[src/rtl/imm_pkg.sv]
// imm_pkg: shared types for the immediate-generation stage.
// Format-select encodings, occupancy states and parameter checks.
package imm_pkg;

    typedef enum logic [2:0] {
        IMM_I  = 3'b000,
        IMM_S  = 3'b001,
        IMM_B  = 3'b010,
        IMM_J  = 3'b011,
        IMM_U  = 3'b100,
        IMM_Z  = 3'b101,
        IMM_R6 = 3'b110,
        IMM_R7 = 3'b111
    } immsrc_t;

    typedef enum logic [1:0] {
        OCC_EMPTY = 2'b00,
        OCC_ONE   = 2'b01,
        OCC_TWO   = 2'b10
    } occ_t;

    localparam int XLEN_NARROW = 32;
    localparam int XLEN_WIDE   = 64;

    function automatic bit xlen_legal(input int x);
        return (x == XLEN_NARROW) || (x == XLEN_WIDE);
    endfunction

endpackage

[src/rtl/imm_gen_stage_core.sv]
// imm_ext_core: combinational immediate extraction and extension.
// Maps instr[31:7] and a format select to an XLEN-wide immediate.
import imm_pkg::*;

module imm_ext_core #(
    parameter int XLEN = 32
) (
    input  logic [31:7]     instr,
    input  logic [2:0]      immsrc,
    output logic [XLEN-1:0] immext,
    output logic            illegal
);

    immsrc_t     src;
    logic [11:0] imm_i;
    logic [11:0] imm_s;
    logic [12:0] imm_b;
    logic [20:0] imm_j;
    logic [31:0] imm_u;
    logic [4:0]  zimm;

    assign src   = immsrc_t'(immsrc);
    assign imm_i = instr[31:20];
    assign imm_s = {instr[31:25], instr[11:7]};
    assign imm_b = {instr[31], instr[7], instr[30:25],
                    instr[11:8], 1'b0};
    assign imm_j = {instr[31], instr[19:12], instr[20],
                    instr[30:21], 1'b0};
    assign imm_u = {instr[31:12], 12'b0};
    assign zimm  = instr[19:15];

    // Select the format; reserved codes give zero and raise illegal.
    always_comb begin
        immext  = '0;
        illegal = 1'b0;
        unique case (src)
            IMM_I:   immext = XLEN'($signed(imm_i));
            IMM_S:   immext = XLEN'($signed(imm_s));
            IMM_B:   immext = XLEN'($signed(imm_b));
            IMM_J:   immext = XLEN'($signed(imm_j));
            IMM_U:   immext = XLEN'($signed(imm_u));
            IMM_Z:   immext = XLEN'(zimm);
            default: illegal = 1'b1;
        endcase
    end

endmodule

[src/rtl/imm_gen_stage.sv]
// imm_gen_stage: registered immediate generator with a 2-entry skid.
// Valid/ready on both sides, FIFO order, synchronous flush and reset.
import imm_pkg::*;

module imm_gen_stage #(
    parameter int XLEN  = 32,
    parameter int TAG_W = 32
) (
    input  logic             clk,
    input  logic             reset,
    input  logic             flush,
    input  logic             in_valid,
    output logic             in_ready,
    input  logic [24:0]      in_instr,
    input  logic [2:0]       in_immsrc,
    input  logic [TAG_W-1:0] in_tag,
    output logic             out_valid,
    input  logic             out_ready,
    output logic [XLEN-1:0]  out_immext,
    output logic             out_illegal,
    output logic [TAG_W-1:0] out_tag
);

    if (!xlen_legal(XLEN)) begin : g_bad_xlen
        $error("imm_gen_stage: XLEN must be 32 or 64");
    end

    occ_t             state;
    logic [XLEN-1:0]  ext_data;
    logic             ext_illegal;
    logic [XLEN-1:0]  skid_data;
    logic             skid_illegal;
    logic [TAG_W-1:0] skid_tag;
    logic             acc;
    logic             pop;

    imm_ext_core #(
        .XLEN (XLEN)
    ) u_core (
        .instr   (in_instr),
        .immsrc  (in_immsrc),
        .immext  (ext_data),
        .illegal (ext_illegal)
    );

    assign acc = in_valid & in_ready;
    assign pop = out_valid & out_ready;

    // Occupancy FSM; main entry drives out_*, skid catches the overflow.
    always_ff @(posedge clk) begin
        if (reset) begin
            state        <= OCC_EMPTY;
            out_valid    <= 1'b0;
            in_ready     <= 1'b1;
            out_immext   <= '0;
            out_illegal  <= 1'b0;
            out_tag      <= '0;
            skid_data    <= '0;
            skid_illegal <= 1'b0;
            skid_tag     <= '0;
        end else if (flush) begin
            state     <= OCC_EMPTY;
            out_valid <= 1'b0;
            in_ready  <= 1'b1;
        end else begin
            unique case (state)
                OCC_EMPTY: begin
                    if (acc) begin
                        out_immext  <= ext_data;
                        out_illegal <= ext_illegal;
                        out_tag     <= in_tag;
                        out_valid   <= 1'b1;
                        state       <= OCC_ONE;
                    end
                end
                OCC_ONE: begin
                    unique case (1'b1)
                        (acc & pop): begin
                            out_immext  <= ext_data;
                            out_illegal <= ext_illegal;
                            out_tag     <= in_tag;
                        end
                        (acc & ~pop): begin
                            skid_data    <= ext_data;
                            skid_illegal <= ext_illegal;
                            skid_tag     <= in_tag;
                            in_ready     <= 1'b0;
                            state        <= OCC_TWO;
                        end
                        (pop & ~acc): begin
                            out_valid <= 1'b0;
                            state     <= OCC_EMPTY;
                        end
                        default: ;
                    endcase
                end
                OCC_TWO: begin
                    if (pop) begin
                        out_immext  <= skid_data;
                        out_illegal <= skid_illegal;
                        out_tag     <= skid_tag;
                        in_ready    <= 1'b1;
                        state       <= OCC_ONE;
                    end
                end
                default: begin
                    out_valid <= 1'b0;
                    in_ready  <= 1'b1;
                    state     <= OCC_EMPTY;
                end
            endcase
        end
    end

endmodule
[config.mk]
export PLATFORM = sky130hd
export DESIGN_NAME = imm_gen_stage
export DESIGN_NICKNAME = d
export VERILOG_FILES = /design/src/rtl/imm_pkg.sv /design/src/rtl/imm_gen_stage_core.sv /design/src/rtl/imm_gen_stage.sv
export SDC_FILE = /design/constraint.sdc
export NUM_CORES = 1
export LEC_CHECK = 0
export ABC_AREA = 1
export BUFFER_PORTS_ARGS = -buffer_cell sky130_fd_sc_hd__buf_2
export CAP_MARGIN = 25
export CORE_MARGIN = 8
export CORE_UTILIZATION = 30
export DETAILED_ROUTE_END_ITERATION = 10
export MAX_ROUTING_LAYER = met4
export PLACE_DENSITY_LB_ADDON = 0.15
export SLEW_MARGIN = 20
export SYNTH_ARGS = -nofsm -noshare
export SYNTH_HDL_FRONTEND = slang
export SYNTH_SLANG_ARGS = --single-unit
[constraint.sdc]
create_clock -name clk -period 3.2 [get_ports clk]
set_input_delay 0.64 -clock clk [delete_from_list [all_inputs] [get_ports clk]]
set_output_delay 0.64 -clock clk [all_outputs]
set_load 0.02 [all_outputs]
==> out/summary.md <==
Across all register-to-register paths, the minimum setup slack is 1.09 ns. Before antenna repair, the detailed router went through 4 iterations. TritonCTS built the clock tree. The slew of the pin with the lowest slew margin is 0.5753 ns, and the hold buffer count at cts is 0.

The count of nets left with antenna violations once routing finished came out at 0. End of the worst hold path: skid_tag[17]. The vias per cell came out at 4.566.

The critical path goes through nand2_1 -> inv_1 -> ha_1 -> nand2_1 -> nand2_1 -> nand2_1 -> nor2_4 -> inv_2 -> buf_4 -> nor2_1 -> nor2_1. For the final database, setup skew stands at 0.006824 ns. After layout, the design draws a total of 4.518 mW. The final cell count without fillers is 1263. For the buffers inserted during post-CTS setup optimization, the log shows 0.

The critical path is of the reg -> reg type. The number of clock buffers added by TritonCTS is 17. Compared with the post-synthesis result, the final layout area differs by 26.24%. The mapped netlist covers 5876 um2. Counting along the longest clock path gives a buffer depth of 2.

Counting every net in the synthesized netlist gives 942. The critical path's top delay family is simple AND/OR/NAND/NOR gates. The worst setup path is captured at a flop. The post-layout net count came out at 1053. The clock-pin slew on the worst setup and hold paths was 0.06 ns; the count of final hold-check violations was 0.

Entering global routing, the biggest net connects 56 pins. Measured along the y axis, the die boundary spans 156.0 um. The logs give 5571 for the via count of the first global-routing pass and 2.41 ns for the signal arrival time at the worst endpoint. IR analysis of the VDD net gives a maximum drop of 386.0 uV.

The first global-routing pass estimated 28590 um of wire. The number of gates resized after CTS was 0. The tools report the sum of routed wire length over all layers as 17290 um. The overall overflow remaining after global route was 0; the cell leakage power was 3.492 nW. The die is 156.0 um wide. The cell that appears most often on the critical path is nand2_1. The congestion estimate from routability-driven global placement came to 0.7939. Max-cap violations in this run came to 0. In this run the worst hold path is classified as reg -> reg. For the count of unresolved DRC violations after routing, the log shows 0. The relative max-transition margin came out at 0.6165. Yosys printed 0 warnings. Once layout is done, the placed cells without fillers occupy 7417 um2. In this run the critical register-to-register path is captured at out_tag[17]. CTS root buffer: clkbuf_16.

0 antenna diodes ended up in the layout. The instance area after placement came out at 6763 um2. The maximum level of the CTS H-tree is 4. Counting I/O delays and the setup requirement, the final critical path takes 2.108 ns.

The fraction of final layout cells with drive strength greater than 1 was 0.1934; the worst hold margin was 0.4443 ns. The run gives 0.4566 as the sequential fraction of the synthesis area. The number of antenna violations at the first check in global routing was 0; the endpoint required time on the critical path was 3.50 ns.

The worst path buffer plus inverter count is 3, and the count of final max-slew check failures is 0. The number of buffer cells added on primary ports was 131; the post-route worst setup slack was 1.092 ns. The final cycle utilization of the critical path is 0.6589, and the top fanout value on the critical path is 32. The flow ran to the end, and the final reports show no timing, DRC or antenna violations.

The highest cell delay on the worst timing path was 0.42 ns; the number of rows in the core area was 51. After synthesis the netlist holds a flip-flop and latch count of 134. STA classifies the critical path startpoint as a flop.

The logs give 0.1505 for the all-layer global routing usage and 5767 for the total vias in the final route. The run gives 0.7414 ns as the pre-CTS setup slack. For the worst flop-to-flop path, the logic depth is 11.

The DRC violation total after the first TritonRoute iteration was 287. The number of library cell types mapped by synthesis came out at 24. Setup repair after global routing left no endpoint under its margin.

The startpoint of the tightest hold check path is skid_tag[17]. The tools report the initial standard-cell utilization of the core as 0.3039. For the setup TNS, the log shows 0 ns. Clock latency on the worst-skew pair, taken at its later pin, is 0.41 ns. The number of placed instances, taps included came out at 1231.

The run gives 134 as the TritonCTS sink count. Pin placement for this block handled 132 I/O pins. Power density over the cells: 609.1 nW/um2. Along the worst hold path, the cell count comes to 2. The floorplan step defined a die boundary enclosing 24320 um2. The achievable clock frequency came out at 0.4743 GHz. The final core utilization is 0.3836, and the number of endpoints failing setup at the final stage is 0.

Once detailed placement completed, the half-perimeter wirelength came to 11670 um. The average footprint of a synthesized cell came out at 6.723 um2. The core region is 19330 um2. The gate count after technology mapping came out at 874.

The tools report the origin of the critical flop-to-flop path as in_ready. For this design, the slowest cell found on the critical path is nor2_4. The routed length per placed instance works out to 13.69 um.
metal layers:
metal / vias to the layer above / global-route usage / share of wire
met5: - / - / 0
met4: 0 / 0.04575 / 0.012
met3: 13 / 0.03296 / 0.042
met2: 126 / 0.2340 / 0.45
met1: 2607 / 0.1918 / 0.49
li1: 3021 / - / -
logic make-up (layout without fill, tap and decap cells):
group / Yosys count / in the layout / share of synthesized area
compound gates: 203 / 203 / 0.1744
simple gates: 417 / 417 / 0.2792
fa+ha+maj: 3 / 3 / 0.006389
buf+inv: 117 / 241 / 0.08348
flops: 134 / 134 / 0.4566
worst max-delay path by stage:
stage	end	cells after the start	from	slack (ns)
6_report	out_tag[17]	11	in_ready	1.09
5_1_grt	out_tag[25]	11	out_valid	0.84
4_1_cts	out_tag[17]	11	in_ready	1.06
3_5_place_dp	out_tag[17]	12	in_valid	0.74
3_3_place_gp	out_tag[21]	12	in_valid	0.80
2_1_floorplan	out_tag[10]	13	out_ready	1.34
tightest hold or removal path: cells and delay by family (launching register included):
kind	cells	cell delay, ns
flops	1	0.29
buf+inv	1	0.05
compound gates	1	0.05
cell usage in the layout (no fill, tap or decap):
cell type   synthesis  routed
inv_6               0       2
nor2_4              1       2
clkinvlp_4          0       3
clkinv_1            2       1
inv_1              52      52
buf_4               1      16
clkbuf_16           0      17
clkinv_4            0       4
ha_1                3       3
dfxtp_1           134     134
nor3_1              1       1
inv_2               6       7
o21ai_0           125     125
o21bai_2            1       1
a21oi_1            72      72
nand2_1           208     208
nand3_2             2       2
buf_2              20     131
bufinv_16           0       5
o21ai_1             4       4
buf_12              0       2
nand3_1            31      31
nor2_1            168     168
nand4_1             4       4
o211ai_1            1       1
clkbuf_1           32       1
nand2_2             1       1
Yosys cell counts:
| library cell | instances | area (um2) |
|---|---|---|
| a21oi_1 | 72 | 360.4 |
| buf_1 | 1 | 3.750 |
| buf_2 | 20 | 100.1 |
| buf_4 | 1 | 7.510 |
| buf_6 | 3 | 33.78 |
| clkbuf_1 | 32 | 120.1 |
| clkinv_1 | 2 | 7.510 |
| dfxtp_1 | 134 | 2683 |
| ha_1 | 3 | 37.54 |
| inv_1 | 52 | 195.2 |
| inv_2 | 6 | 22.52 |
| nand2_1 | 208 | 780.8 |
| nand2_2 | 1 | 6.260 |
| nand3_1 | 31 | 155.2 |
| nand3_2 | 2 | 20.02 |
| nand4_1 | 4 | 25.02 |
| nor2_1 | 168 | 630.6 |
| nor2_2 | 1 | 6.260 |
| nor2_4 | 1 | 11.26 |
| nor3_1 | 1 | 5.000 |
| o211ai_1 | 1 | 7.510 |
| o21ai_0 | 125 | 625.6 |
| o21ai_1 | 4 | 20.02 |
| o21bai_2 | 1 | 11.26 |
cell type report:
cell class | count | area (um2)
Multi-Input combinational cell | 623 | 2708
Clock buffer | 18 | 429.2
Tap cell | 265 | 331.6
Inverter | 60 | 225.2
Clock inverter | 14 | 225.2
Fill cell | 2113 | 11920
Timing Repair Buffer | 149 | 815.8
Sequential cell | 134 | 2683
report_power, final:
group	internal [mW]	total (mW)	leakage (nW)	switching, mW
clock network	1.39	2.16	0.307	0.769
registers	1.76	1.80	1.09	0.0426
logic	0.184	0.555	2.09	0.370
total	3.34	4.52	3.49	1.18
state kept, by name, indices dropped and copies added, names as in the netlist:
signal and flops:
out_illegal 1, skid_tag 32, state 2, skid_data 32
in_ready 1, out_tag 32, skid_illegal 1, out_immext 32
out_valid 1
Power figures use the tool's default switching activity.
